[src/rtl/serial_subtractor.sv]
// Bit-serial WIDTH-bit subtractor (A - B, LSB first) with a Start/Done handshake.
// Optional signed-overflow flag enabled by defining SERIAL_SUB_SIGNED_OVF_EN.
module serial_subtractor #(
  parameter int WIDTH = 8
) (
  input  logic             Clk_In,
  input  logic             Reset_In,
  input  logic             Start_In,
  input  logic [WIDTH-1:0] Data_A_In,
  input  logic [WIDTH-1:0] Data_B_In,
  output logic             Busy_Out,
  output logic             Done_Out,
  output logic [WIDTH-1:0] Difference_Out,
  output logic             Borrow_Out
`ifdef SERIAL_SUB_SIGNED_OVF_EN
  ,
  output logic             Overflow_Out
`endif
);

  localparam int CW = (WIDTH > 1) ? $clog2(WIDTH) : 1;
  localparam logic [CW-1:0] LAST = CW'(WIDTH - 1);

  typedef enum logic [1:0] {IDLE, RUN, DONE} state_t;

  state_t           r_state;
  state_t           w_nextState;
  logic [WIDTH-1:0] r_aSr;
  logic [WIDTH-1:0] r_bSr;
  logic [WIDTH-1:0] r_resSr;
  logic [WIDTH-1:0] r_diff;
  logic             r_borrowOut;
  logic             r_borrow;
  logic [CW-1:0]    r_count;
  logic [WIDTH-1:0] w_resNext;
  logic             w_a;
  logic             w_b;
  logic             w_d1;
  logic             w_b1;
  logic             w_d;
  logic             w_b2;
  logic             w_bo;
  logic             w_last;
`ifdef SERIAL_SUB_SIGNED_OVF_EN
  logic             r_aMsb;
  logic             r_bMsb;
  logic             r_ovf;
`endif

  // Two half-subtractors chained through the registered borrow form one full subtractor.
  always_comb begin
    w_a       = r_aSr[0];
    w_b       = r_bSr[0];
    w_d1      = w_a ^ w_b;
    w_b1      = ~w_a & w_b;
    w_d       = w_d1 ^ r_borrow;
    w_b2      = ~w_d1 & r_borrow;
    w_bo      = w_b1 | w_b2;
    w_last    = (r_count == LAST);
    w_resNext = r_resSr >> 1;
    w_resNext[WIDTH-1] = w_d;
  end

  always_comb begin
    w_nextState = r_state;
    case (r_state)
      IDLE:    if (Start_In) w_nextState = RUN;
      RUN:     if (w_last) w_nextState = DONE;
      DONE:    w_nextState = IDLE;
      default: w_nextState = IDLE;
    endcase
  end

  always_ff @(posedge Clk_In) begin
    if (Reset_In) r_state <= IDLE;
    else          r_state <= w_nextState;
  end

  always_ff @(posedge Clk_In) begin
    if (Reset_In) begin
      r_aSr       <= '0;
      r_bSr       <= '0;
      r_resSr     <= '0;
      r_diff      <= '0;
      r_borrowOut <= 1'b0;
      r_borrow    <= 1'b0;
      r_count     <= '0;
`ifdef SERIAL_SUB_SIGNED_OVF_EN
      r_aMsb      <= 1'b0;
      r_bMsb      <= 1'b0;
      r_ovf       <= 1'b0;
`endif
    end else begin
      case (r_state)
        IDLE: begin
          if (Start_In) begin
            r_aSr    <= Data_A_In;
            r_bSr    <= Data_B_In;
            r_borrow <= 1'b0;
            r_count  <= '0;
`ifdef SERIAL_SUB_SIGNED_OVF_EN
            r_aMsb   <= Data_A_In[WIDTH-1];
            r_bMsb   <= Data_B_In[WIDTH-1];
`endif
          end
        end
        RUN: begin
          r_aSr    <= r_aSr >> 1;
          r_bSr    <= r_bSr >> 1;
          r_resSr  <= w_resNext;
          r_borrow <= w_bo;
          r_count  <= r_count + CW'(1);
          if (w_last) begin
            r_diff      <= w_resNext;
            r_borrowOut <= w_bo;
`ifdef SERIAL_SUB_SIGNED_OVF_EN
            r_ovf       <= (r_aMsb != r_bMsb) && (w_resNext[WIDTH-1] != r_aMsb);
`endif
          end
        end
        default: ;
      endcase
    end
  end

  assign Busy_Out       = (r_state != IDLE);
  assign Done_Out       = (r_state == DONE);
  assign Difference_Out = r_diff;
  assign Borrow_Out     = r_borrowOut;
`ifdef SERIAL_SUB_SIGNED_OVF_EN
  assign Overflow_Out   = r_ovf;
`endif

endmodule

[config.mk]
export PLATFORM = sky130hd
export DESIGN_NAME = serial_subtractor
export DESIGN_NICKNAME = d
export VERILOG_FILES = /design/src/rtl/serial_subtractor.sv
export SDC_FILE = /design/constraint.sdc
export NUM_CORES = 1
export LEC_CHECK = 0
export ABC_AREA = 0
export CAP_MARGIN = 20
export CORE_MARGIN = 1.5
export CORE_UTILIZATION = 51
export DETAILED_ROUTE_END_ITERATION = 8
export PLACE_DENSITY = 0.78
export SYNTH_ARGS = -nofsm -noshare
export SYNTH_HDL_FRONTEND = slang
export SYNTH_SLANG_ARGS = --single-unit
[constraint.sdc]
create_clock -name Clk_In -period 1.6 [get_ports Clk_In]
set_input_delay 0.32 -clock Clk_In [delete_from_list [all_inputs] [get_ports Clk_In]]
set_output_delay 0.32 -clock Clk_In [all_outputs]
set_load 0.02 [all_outputs]
# Yosys cells after proc, flatten, opt, wreduce, memory -nomap -nowiden
# Index checks and enable logic that the tools add are counted.
dict set report op_classes {
  n_addsub 1
  eq_ne 5
  muxes 11
  bitwise_logic 7
  reduce_logical 6
}
# op n
set op_table {}
lappend op_table {{8-bit case mux with 2 select lines} 2}
lappend op_table {{8-bit 2-to-1 mux} 2}
lappend op_table {{3-bit case mux with 2 select lines} 1}
lappend op_table {{2-bit AND reduction} 3}
lappend op_table {{2-bit 2-to-1 mux} 2}
lappend op_table {{2-bit inequality test (second input constant)} 2}
lappend op_table {{2-bit case mux with 2 select lines} 1}
lappend op_table {{2-bit nonzero test} 2}
lappend op_table {{3-bit by 1-bit adder with 3-bit output (second input constant)} 1}
lappend op_table {{3-bit == test (second input constant)} 1}
lappend op_table {{3-bit 2-to-1 mux} 1}
lappend op_table {{1-bit AND} 2}
lappend op_table {{2-bit by 1-bit == test with 1-bit output (second input constant)} 1}
lappend op_table {{2-bit == test (second input constant)} 1}
lappend op_table {{2-bit logical NOT} 1}
lappend op_table {{1-bit NOT} 2}
lappend op_table {{1-bit case mux with 2 select lines} 1}
lappend op_table {{1-bit bitwise XOR} 2}
lappend op_table {{1-bit 2-to-1 mux} 1}
lappend op_table {{1-bit bitwise OR} 1}
dict set report word_totals {
  regBits 39
  output_inout_bits 11
}

# Longest topological paths before layout
dict set report logic_depth {
  word_depth 5
  depth_mapped 6
  depth_no_buf 5
}

# Least setup slack after synthesis
# Ideal clock, no wire load.
dict set report synth_path {
  path_type {reg-to-reg}
  start {register r_count[0]}
  end {register r_diff[7], in the netlist Difference_Out[7]}
  arrival_ps 1136
  required_ps 1529
  slack_ps 394
  path_stages_with_launch 6
  n_path_buf 1
  synth_period_minus_slack_ps 1206
  path_cell_list {dfxtp_1 -> ha_1 -> ha_1 -> buf_1 -> nand3_1 -> a21oi_1}
}
dict set report synth_between {
  elab_chain_cells 2
}
# element line
set synth_lines {}
lappend synth_lines {{from (decl)} 34} ;# logic [CW-1:0] r_count;
lappend synth_lines {{from (signal assigned)} 112} ;# r_count <= r_count + CW'(1);
lappend synth_lines {{3-bit == test} 59} ;# w_last = (r_count == LAST);
lappend synth_lines {{2-bit AND reduction (no source line)} n/a}
lappend synth_lines {{to (signal assigned)} 114} ;# r_diff <= w_resNext;
lappend synth_lines {{to (decl)} 31} ;# logic [WIDTH-1:0] r_diff;
# No other way between the ends.
# A chain may end at the register's enable or synchronous reset.

# Worst setup path in the final report
dict set report layout_path {
  start {register r_state[0]}
  end {output Busy_Out}
}
dict set report layout_between {
  elab_chain_cells 1
}
# element line
set layout_lines {}
lappend layout_lines {{from (decl)} 26} ;# state_t r_state;
lappend layout_lines {{from (signal assigned)} 76} ;# else r_state <= w_nextState;
lappend layout_lines {{2-bit nonzero test} 126} ;# assign Busy_Out = (r_state != IDLE);
lappend layout_lines {{to (decl)} 11} ;# output logic Busy_Out,
# No other way between the ends.

==> impl_metrics.env <==
export IMPL_status="completed"
export IMPL_finalNetCount=225
export IMPL_overflow=0
export IMPL_hold_buffers=0
export IMPL_diodes=0
export IMPL_crit_type="flip-flop to primary output"
export IMPL_place_inst=240
export IMPL_routed_wl_um=3360
export IMPL_syn_area_mm2=0.00161
export IMPL_hold_viol=0
export IMPL_grt_pass1_vias=1238
export IMPL_cap_viol_max_count=0
export IMPL_yosysTopAreaCell="dfxtp_1"
export IMPL_setup_tns_ps=0
export IMPL_synth_cells=170
export IMPL_netlist_top_cells_area="dfxtp_1, o221a_1, a21oi_2, a21oi_1, nand2_1"
export IMPL_track_usage=0.219
export IMPL_drcViolationCount=0
export IMPL_syn_to_final_growth_pct=24.9
export IMPL_hpwl_um=2230
export IMPL_num_vias=1273
export IMPL_p_sw_frac=0.259
export IMPL_cts_root_buf="clkbuf_4"
export IMPL_power_frac_comb=0.139
export IMPL_p_int_w=0.00133
export IMPL_power_leakage_nw=0.781
export IMPL_drt_iter0_drc=53
export IMPL_p_per_area_mw_per_mm2=896
export IMPL_dieArea_mm2=0.00349
export IMPL_setup_viol=0
export IMPL_startpoint_type="flip-flop"
export IMPL_finClkSkew_ps=14.3
export IMPL_rsz0062_at_grt="false"
export IMPL_layout_min_cycle_time_ps=1500
export IMPL_grt_max_degree=39
export IMPL_min_from="Difference_Out[3]"
export IMPL_htree_levels=2
export IMPL_worst_slew_pin_slew_ps=566
export IMPL_fmax_ghz=0.665
export IMPL_synth_cell_types=28
export IMPL_pwr_share_seq=0.567
export IMPL_cts_buffer_depth=2
export IMPL_fin_cells=248
export IMPL_crit_start="r_state[0]"
export IMPL_final_antenna_net_count=0
export IMPL_nFillCells=267
export IMPL_io_pins=30
export IMPL_slew_violations=0
export IMPL_synth_warnings=0
export IMPL_grt_pass1_wl_um=5670
export IMPL_ff_latch_area_um2=762
export IMPL_critical_path_required_ps=1280
export IMPL_r2r_start="r_state[0]"
export IMPL_clockPowerShare=0.294
export IMPL_mostFrequentLayoutCells="dfxtp_1, nand2_1, a21oi_1"
export IMPL_die_h_um=59.1
export IMPL_synth_nets=192
export IMPL_end_kind="primary output"
export IMPL_cts_buffers=5
export IMPL_holdWs_ps=459
export IMPL_globalplace_congestion=0.772
export IMPL_wl_per_cell_um=13.6
export IMPL_p_switching_w=0.000465
export IMPL_finalCritPeriodShare=0.939
export IMPL_io_buffers=29
export IMPL_rows=20
export IMPL_yosysTopAreaCellShare=0.474
export IMPL_vdd_drop_max_uv=583
export IMPL_hold_path_class="flip-flop to flip-flop"
export IMPL_crit_fanout=6
export IMPL_clock_latency_ps=350
export IMPL_ys_ff_latch=38
export IMPL_clock_sinks=38
export IMPL_cts_tree="yes"
export IMPL_final_common_cell="dfxtp_1"
export IMPL_vias_per_cell=5.13
export IMPL_multi_input_area_um2=683
export IMPL_path_clk_slew_ps=110
export IMPL_relSlewSlack=0.622
export IMPL_coreArea_mm2=0.00303
export IMPL_yosysSeqAreaShare=0.474
export IMPL_layout_drive_gt1_share=0.186
export IMPL_first_pass_iters=4
export IMPL_start_util=0.530
export IMPL_avgSynthCellArea_um2=9.44
export IMPL_antenna_found_initial=0
export IMPL_dieWidth_um=59.1
export IMPL_post_cts_buffers=0
export IMPL_cp_arrival_ps=1180
[cells by family after synthesis]
family	synth area share
AO/OA/AOI/OAI	0.260
flip-flops	0.474
multiplexers	0.00624
AND/OR/NAND/NOR	0.128
buffers and inverters	0.104
adder cells (fa/ha/maj)	0.0281
[registers in the layout, summed over array words and instances, names as in the netlist]
register,count
r_resSr,7
Difference_Out,8
Borrow_Out,1
r_aSr,8
r_count,3
r_borrow,1
r_bSr,8
r_state,2
[layout make-up]
type / count / area share
Clock buffer: 6 / 0.0256
Clock inverter: 2 / 0.00624
Inverter: 17 / 0.0318
Multi-Input combinational cell: 102 / 0.341
Sequential cell: 38 / 0.380
Tap cell: 44 / 0.0275
Timing Repair Buffer: 39 / 0.188
[per-layer routing]
| layer | GRT usage | wire, µm | vias up |
|---|---|---|---|
| li1 | - | - | 654 |
| met5 | 0 | 0 | - |
| met4 | 0.0877 | 61 | 0 |
| met2 | 0.337 | 1550 | 26 |
| met1 | 0.287 | 1610 | 588 |
| met3 | 0.0655 | 140 | 5 |
[worst max-delay path, stage by stage (launching register included)]
cell and delay [ps]:
dfxtp_2 380, nor2_2 100, inv_1 40, dlygate4sd2_1 310
[per-stage QoR]
step                      cell area (µm²)   util  setup slack [ps]  power (W)
final                                2000  0.662              97.1    0.00180
after global routing                 2000  0.662              7.73    0.00189
after CTS                            2000  0.660              34.2    0.00181
after detailed placement             1950  0.643              -326    0.00128
after global placement               1950  0.643              -266    0.00128
after floorplan                      1610      -               394    0.00120
[final timing paths]
kind                            end  slack, ps  cells after the start
setup / recovery           Busy_Out        100                      3
hold / removal    Difference_Out[3]        460                      2
setup reg to reg         r_resSr[4]        250                      5
hold reg to reg   Difference_Out[3]        460                      2
[power by group through the flow]
stage	Sequential (W)	Clock, W	Combinational (W)
6_report	0.00102	0.000528	0.000250
5_1_grt	0.00102	0.000589	0.000274
4_1_cts	0.00102	0.000543	0.000248
3_5_place_dp	0.00104	0	0.000247
3_3_place_gp	0.00104	0	0.000240
2_1_floorplan	0.00103	0	0.000172
[repair_timing]
item | CTS | global route
endpoints found under the setup margin | 11 | 15
pin swaps | 0 | 0
resized for setup | 12 | 2
[cells in the mapped netlist]
cell and instances:
a211oi_1 1, o21bai_1 1, buf_1 1, nor2_1 10
nand3_1 8, a21oi_1 19, ha_1 2, buf_12 1
clkbuf_1 2, inv_1 17, a21oi_2 11, fa_1 1
nand3b_1 1, a311oi_2 1, o221a_1 10, buf_6 3
buf_4 3, nor2b_1 1, o221a_2 4, a2bb2oi_1 1
nor2b_4 1, nand2_1 23, buf_2 3, dfxtp_1 38
a22oi_1 4, nor3b_1 1, mux2i_1 1, nand2b_1 1
(Power assumes the default switching activity.)
==> patch 1 (config.mk and constraints unchanged) <==
The 3 states of `state_t` get a one-hot encoding in 3 bits.
--- a/src/rtl/serial_subtractor.sv
+++ b/src/rtl/serial_subtractor.sv
@@ -21,7 +21,7 @@
   localparam int CW = (WIDTH > 1) ? $clog2(WIDTH) : 1;
   localparam logic [CW-1:0] LAST = CW'(WIDTH - 1);
 
-  typedef enum logic [1:0] {IDLE, RUN, DONE} state_t;
+  typedef enum logic [2:0] {IDLE = 3'b001, RUN = 3'b010, DONE = 3'b100} state_t;
 
   state_t           r_state;
   state_t           w_nextState;
Check against the original RTL: same outputs for any inputs over 10 cycles, from zero or initial values and one cycle with Reset_In high; not proved beyond that.
==> patch 1 against the original RTL <==
  * The flow now finishes with violations (DRC)
  * Worst hold slack better by 0.0014 ns
  * Sequential cell count is 1 higher
  * Wire length is 2.6% higher
  * Worst setup slack worse by 0.057 ns
  * Sequential share of layout area is 0.88 points higher
  * Synthesized area is 3.6% lower
  * Power is 12% higher
  * Final area is 0.31% higher
==> patch 1: results (changes against the original RTL) <==
.. list-table::
   :header-rows: 1

   * - Metric
     - Value
   * - CP max FO
     - 2 (-4)
   * - Final Wtd Congestion
     - 0.742 (-3.8%)
   * - Count of instances resized after the clock tree is built
     - 18 (+6)
   * - Routed wire length
     - 3450 um (+2.6%)
   * - Outcome
     - finished with violations
   * - Internal Power
     - 1530 uW (+15%)
   * - Crit path max-delay cell type
     - sky130_fd_sc_hd__or3b_4
   * - Post-placement cell area
     - 1910 um^2 (-1.7%)
   * - Reg-to-reg critical path startpoint
     - r_state[2]
   * - Most common library cells after synthesis
     - sky130_fd_sc_hd__dfxtp_1 (39), sky130_fd_sc_hd__nand2_1 (33), sky130_fd_sc_hd__nor3_1 (30), sky130_fd_sc_hd__a21oi_1 (18), sky130_fd_sc_hd__o22ai_1 (14)
   * - Main area contributors after synthesis
     - sky130_fd_sc_hd__dfxtp_1 (50%), sky130_fd_sc_hd__nor3_1 (9.7%), sky130_fd_sc_hd__nand2_1 (8.0%)
   * - Port buffer count
     - 29 (unchanged)
   * - Comb. pwr
     - 262 uW (+5%)
   * - Detailed Place HPWL
     - 2360 um (+5.8%)
   * - Endpoint arrival time on the critical path
     - 1.24 ns (+0.06 ns)
   * - Area taken by multi-input logic gates
     - 676 um^2 (-1.1%)
   * - Sequential cell area fraction in the yosys report
     - 0.504 (+0.0306)
   * - Clock edge transition at the registers on the reported setup and hold paths
     - 0.13 ns (+0.02 ns)
   * - Reg2reg setup slack
     - 0.10 ns (-0.15 ns)
   * - Total of fill cells in the finished design
     - 226 (-15%)
   * - Violations in the final reports
     - DRC
   * - Clock power frac
     - 0.349 (+0.055)
   * - Wire length per cell
     - 14.1 um (+3.8%)
   * - Net Count, Synth
     - 198 (+3.1%)
   * - Worst setup path start
     - r_state[0]
   * - Global-route wire length before repair
     - 5710 um (+0.62%)
   * - Via count of the first global-routing pass
     - 1,315 (+6.2%)
   * - Global-route usage over all layers
     - 0.223 (+0.00448)
   * - Slew of the pin with the lowest slew margin
     - 0.405 ns (-0.161 ns)
   * - DRC violations left
     - 4 (+4)
   * - Drt first-iter violations
     - 75 (+42%)
   * - Worst Clk Skew
     - 0.0132 ns (-0.00112 ns)
   * - Largest voltage drop on the vdd net
     - 657 uV (+13%)
   * - Worst min-delay path startpoint
     - Difference_Out[0]
   * - Mean instance size in the synthesized netlist
     - 8.79 um^2 (-6.9%)
   * - Largest net degree at the start of global routing
     - 27 (-31%)
patch 1: cell count changes after synthesis, sizes merged, moves of 3 or more:
cell	before	now
a21oi	30	18
o221a	14	0
clkbuf	2	5
nand3	8	3
a22oi	4	0
nand2	23	33
nor3	0	30
nor2	10	3
inv	17	2
o22ai	0	14
patch 1: how the worst min path moves through the flow:
stage / to / slack, ns / cells after the start
after floorplan: Difference_Out[0] / 0.43 / 2
after global placement: Difference_Out[4] / 0.44 / 2
after detailed placement: Difference_Out[0] / 0.45 / 2
after CTS: Difference_Out[0] / 0.46 / 2
after global routing: Difference_Out[2] / 0.49 / 2
final: Difference_Out[0] / 0.46 / 2
patch 1: final cells by class:
class	instances	share of cell area
sequential	39	0.389
multi-input combinational	120	0.336
timing repair buffer	45	0.209
clock buffer	6	0.0255
tap	31	0.0193
clock inverter	2	0.0174
inverter	2	0.00373
patch 1: cells by family (layout without fill, tap and decap cells):
family | after synthesis | count (layout) | synth area share
compound gates | 35 | 35 | 0.129
buf+inv | 17 | 55 | 0.0647
flops | 39 | 39 | 0.504
mux | 2 | 2 | 0.0129
fa+ha+maj | 3 | 3 | 0.0291
simple gates | 80 | 80 | 0.259
patch 1: routing by layer:
metal,routed length [um],global-route usage,up-vias
li1,-,-,693
met1,1520,0.259,675
met2,1730,0.383,35
met3,152,0.0781,4
met4,41,0.0731,0
met5,0,0,-
patch 1: stage by stage:
stage | power (uW) | setup WS (ns) | TNS (ns)
final | 2000 | 0.0403 | 0
after global routing | 2080 | -0.0123 | -0.0180
after CTS | 2000 | -0.0252 | -0.0252
after detailed placement | 1320 | -0.0141 | -0.0177
after global placement | 1310 | 0.00429 | 0
after floorplan | 1210 | 0.287 | 0
==> patch 2 (config.mk and constraints unchanged) <==
Without the edit above. Build with the macro `SERIAL_SUB_SIGNED_OVF_EN` defined.
--- a/src/rtl/serial_subtractor.sv
+++ b/src/rtl/serial_subtractor.sv
@@ -1,5 +1,7 @@
 // Bit-serial WIDTH-bit subtractor (A - B, LSB first) with a Start/Done handshake.
 // Optional signed-overflow flag enabled by defining SERIAL_SUB_SIGNED_OVF_EN.
+`define SERIAL_SUB_SIGNED_OVF_EN
+
 module serial_subtractor #(
   parameter int WIDTH = 8
 ) (
Function (old outputs only; new: Overflow_Out): kept (Yosys induction, for registers that start in step).
==> patch 2 against the original RTL <==
  * Clock power rose by 3%
  * Wire length fell by 2.9%
  * Sequential power rose by 7%
  * Critical endpoint is now Overflow_Out
  * First-iteration DRC count rose by 51%
  * Worst setup slack got worse by 0.034 ns
  * Global-route usage fell by 3.5 points
  * Final area rose by 8.6%
  * Maximum frequency fell by 2.2%
  * Power rose by 6.8%
  * Sequential cell count rose by 3
  * Critical path type is now register to register
  * Synthesized area rose by 11%
==> patch 2: results (changes against the original RTL) <==
.. list-table::
   :header-rows: 1

   * - Metric
     - Value
   * - Outcome
     - completed
   * - Sequential cell area fraction in the yosys report
     - 0.459 (-0.0145)
   * - Port buffer count
     - 30 (+3.4%)
   * - Drt first-iter violations
     - 80 (+51%)
   * - Antenna Cells
     - 0 (unchanged)
   * - Largest voltage drop on the vdd net
     - 587 uV (+0.66%)
   * - Routed wire length
     - 3260 um (-2.9%)
   * - Via count of the first global-routing pass
     - 1,336 (+7.9%)
   * - First-pass detailed-route iteration total
     - 5 (+1)
   * - Largest net degree at the start of global routing
     - 42 (+7.7%)
   * - Post-layout instance count excluding filler cells
     - 261 (+5.2%)
   * - Global-route usage over all layers
     - 0.183 (-0.0354)
   * - CP max FO
     - 2 (-4)
   * - Net Count, Synth
     - 206 (+7.3%)
   * - Placed instance count
     - 252 (+5.0%)
   * - Worst Clk Skew
     - 0.00891 ns (-0.00537 ns)
   * - Detailed Place HPWL
     - 2330 um (+4.2%)
   * - Main area contributors after synthesis
     - sky130_fd_sc_hd__dfxtp_1 (46%), sky130_fd_sc_hd__a211oi_2 (11%), sky130_fd_sc_hd__mux2i_1 (8.4%)
   * - Cell variety after synth
     - 30 (+7.1%)
   * - Slew of the pin with the lowest slew margin
     - 0.446 ns (-0.120 ns)
   * - Synthesized netlist cell count
     - 184 (+8.2%)
   * - Number of nets in the finished design
     - 236 (+4.9%)
   * - Final Wtd Congestion
     - 0.704 (-8.7%)
   * - Worst-Skew Late Latency
     - 0.34 ns
   * - Endpoint arrival time on the critical path
     - 1.81 ns (+0.63 ns)
   * - Fraction of final layout cells with drive strength greater than 1
     - 0.219 (+0.0323)
   * - Total of fill cells in the finished design
     - 305 (+14%)
   * - Via Count
     - 1,351 (+6.1%)
   * - Async set-reset flop share out of synthesis
     - 0 (unchanged)
   * - Most common library cells after synthesis
     - sky130_fd_sc_hd__dfxtp_1 (41), sky130_fd_sc_hd__nand2_1 (32), sky130_fd_sc_hd__a21oi_1 (19), sky130_fd_sc_hd__nor2_1 (16)
   * - Global-route wire length before repair
     - 5690 um (+0.37%)
patch 2: cell count changes in the layout (fill, tap and decap cells not counted), sizes merged, moves of 3 or more:
cell,change
a21oi,-11
nand3,-8
nor2,+12
a211oi,+15
mux2i,+14
inv,-15
nand2,+9
dfxtp,+3
o221a,-14
patch 2: where the power goes:
group | internal, uW | leakage, uW | switching, uW
clock network | 214 | 0.0000382 | 328
registers | 1070 | 0.000336 | 27.4
logic | 144 | 0.000477 | 137
total | 1420 | 0.000852 | 492
patch 2: path summary, 6_finish.rpt:
check | slack, ns | from | cells after the start | to
worst max-delay path | 0.06 | r_bSr[0] | 4 | Overflow_Out
worst min-delay path | 0.47 | Difference_Out[6] | 2 | Difference_Out[6]
worst max register to register | 0.06 | r_bSr[0] | 4 | Overflow_Out
worst min register to register | 0.47 | Difference_Out[6] | 2 | Difference_Out[6]
patch 2: metal layers:
layer,GRT usage,vias up,routed length [um]
li1,-,687,-
met2,0.330,26,1620
met4,0.0694,0,47
met3,0.0507,7,125
met1,0.205,631,1470
met5,0,-,0
patch 2: cells by family after synthesis:
family	count (synthesis)	share of synthesized area
adder cells (fa/ha/maj)	3	0.0252
AND/OR/NAND/NOR	65	0.165
flip-flops	41	0.459
multiplexers	15	0.0840
buffers and inverters	17	0.0679
AO/OA/AOI/OAI	43	0.198
patch 2: final cells by class:
class                   count  area, um^2  area share
inverters                   2        7.51     0.00345
repair buffers             38         367       0.168
flip-flops and latches     41         825       0.379
clock inverters             2        13.8     0.00633
well taps                  46        57.6      0.0265
clock buffers               6        51.3      0.0236
multi-input cells         126         855       0.393
patch 2: worst max-delay path, cell delays in order, from the launching register on:
cell                       delay, ns
sky130_fd_sc_hd__dfxtp_2        0.35
sky130_fd_sc_hd__inv_1          0.05
sky130_fd_sc_hd__fa_1           0.49
sky130_fd_sc_hd__or3b_4         0.40
sky130_fd_sc_hd__a311oi_2       0.18
patch 2: metrics by stage:
step | hold slack, ns | cell area [um^2] | setup WS (ns) | total power [uW]
detailed placement | 0.455 | 2110 | -0.0269 | 1390
CTS | 0.473 | 2170 | 0.0133 | 1940
floorplan | 0.432 | 1790 | 0.0355 | 1310
global route | 0.499 | 2180 | -0.00483 | 2010
finish | 0.471 | 2180 | 0.0630 | 1920
global placement | 0.444 | 2110 | -0.0306 | 1380
patch 2: repair_timing:
item	4_1_cts	5_1_grt
hold buffers	0	0
endpoints found under the hold margin	0	0
endpoints found under the setup margin	13	5
pin swaps	2	2
setup buffers	1	1
gates resized for setup	17	4
cloned	0	0
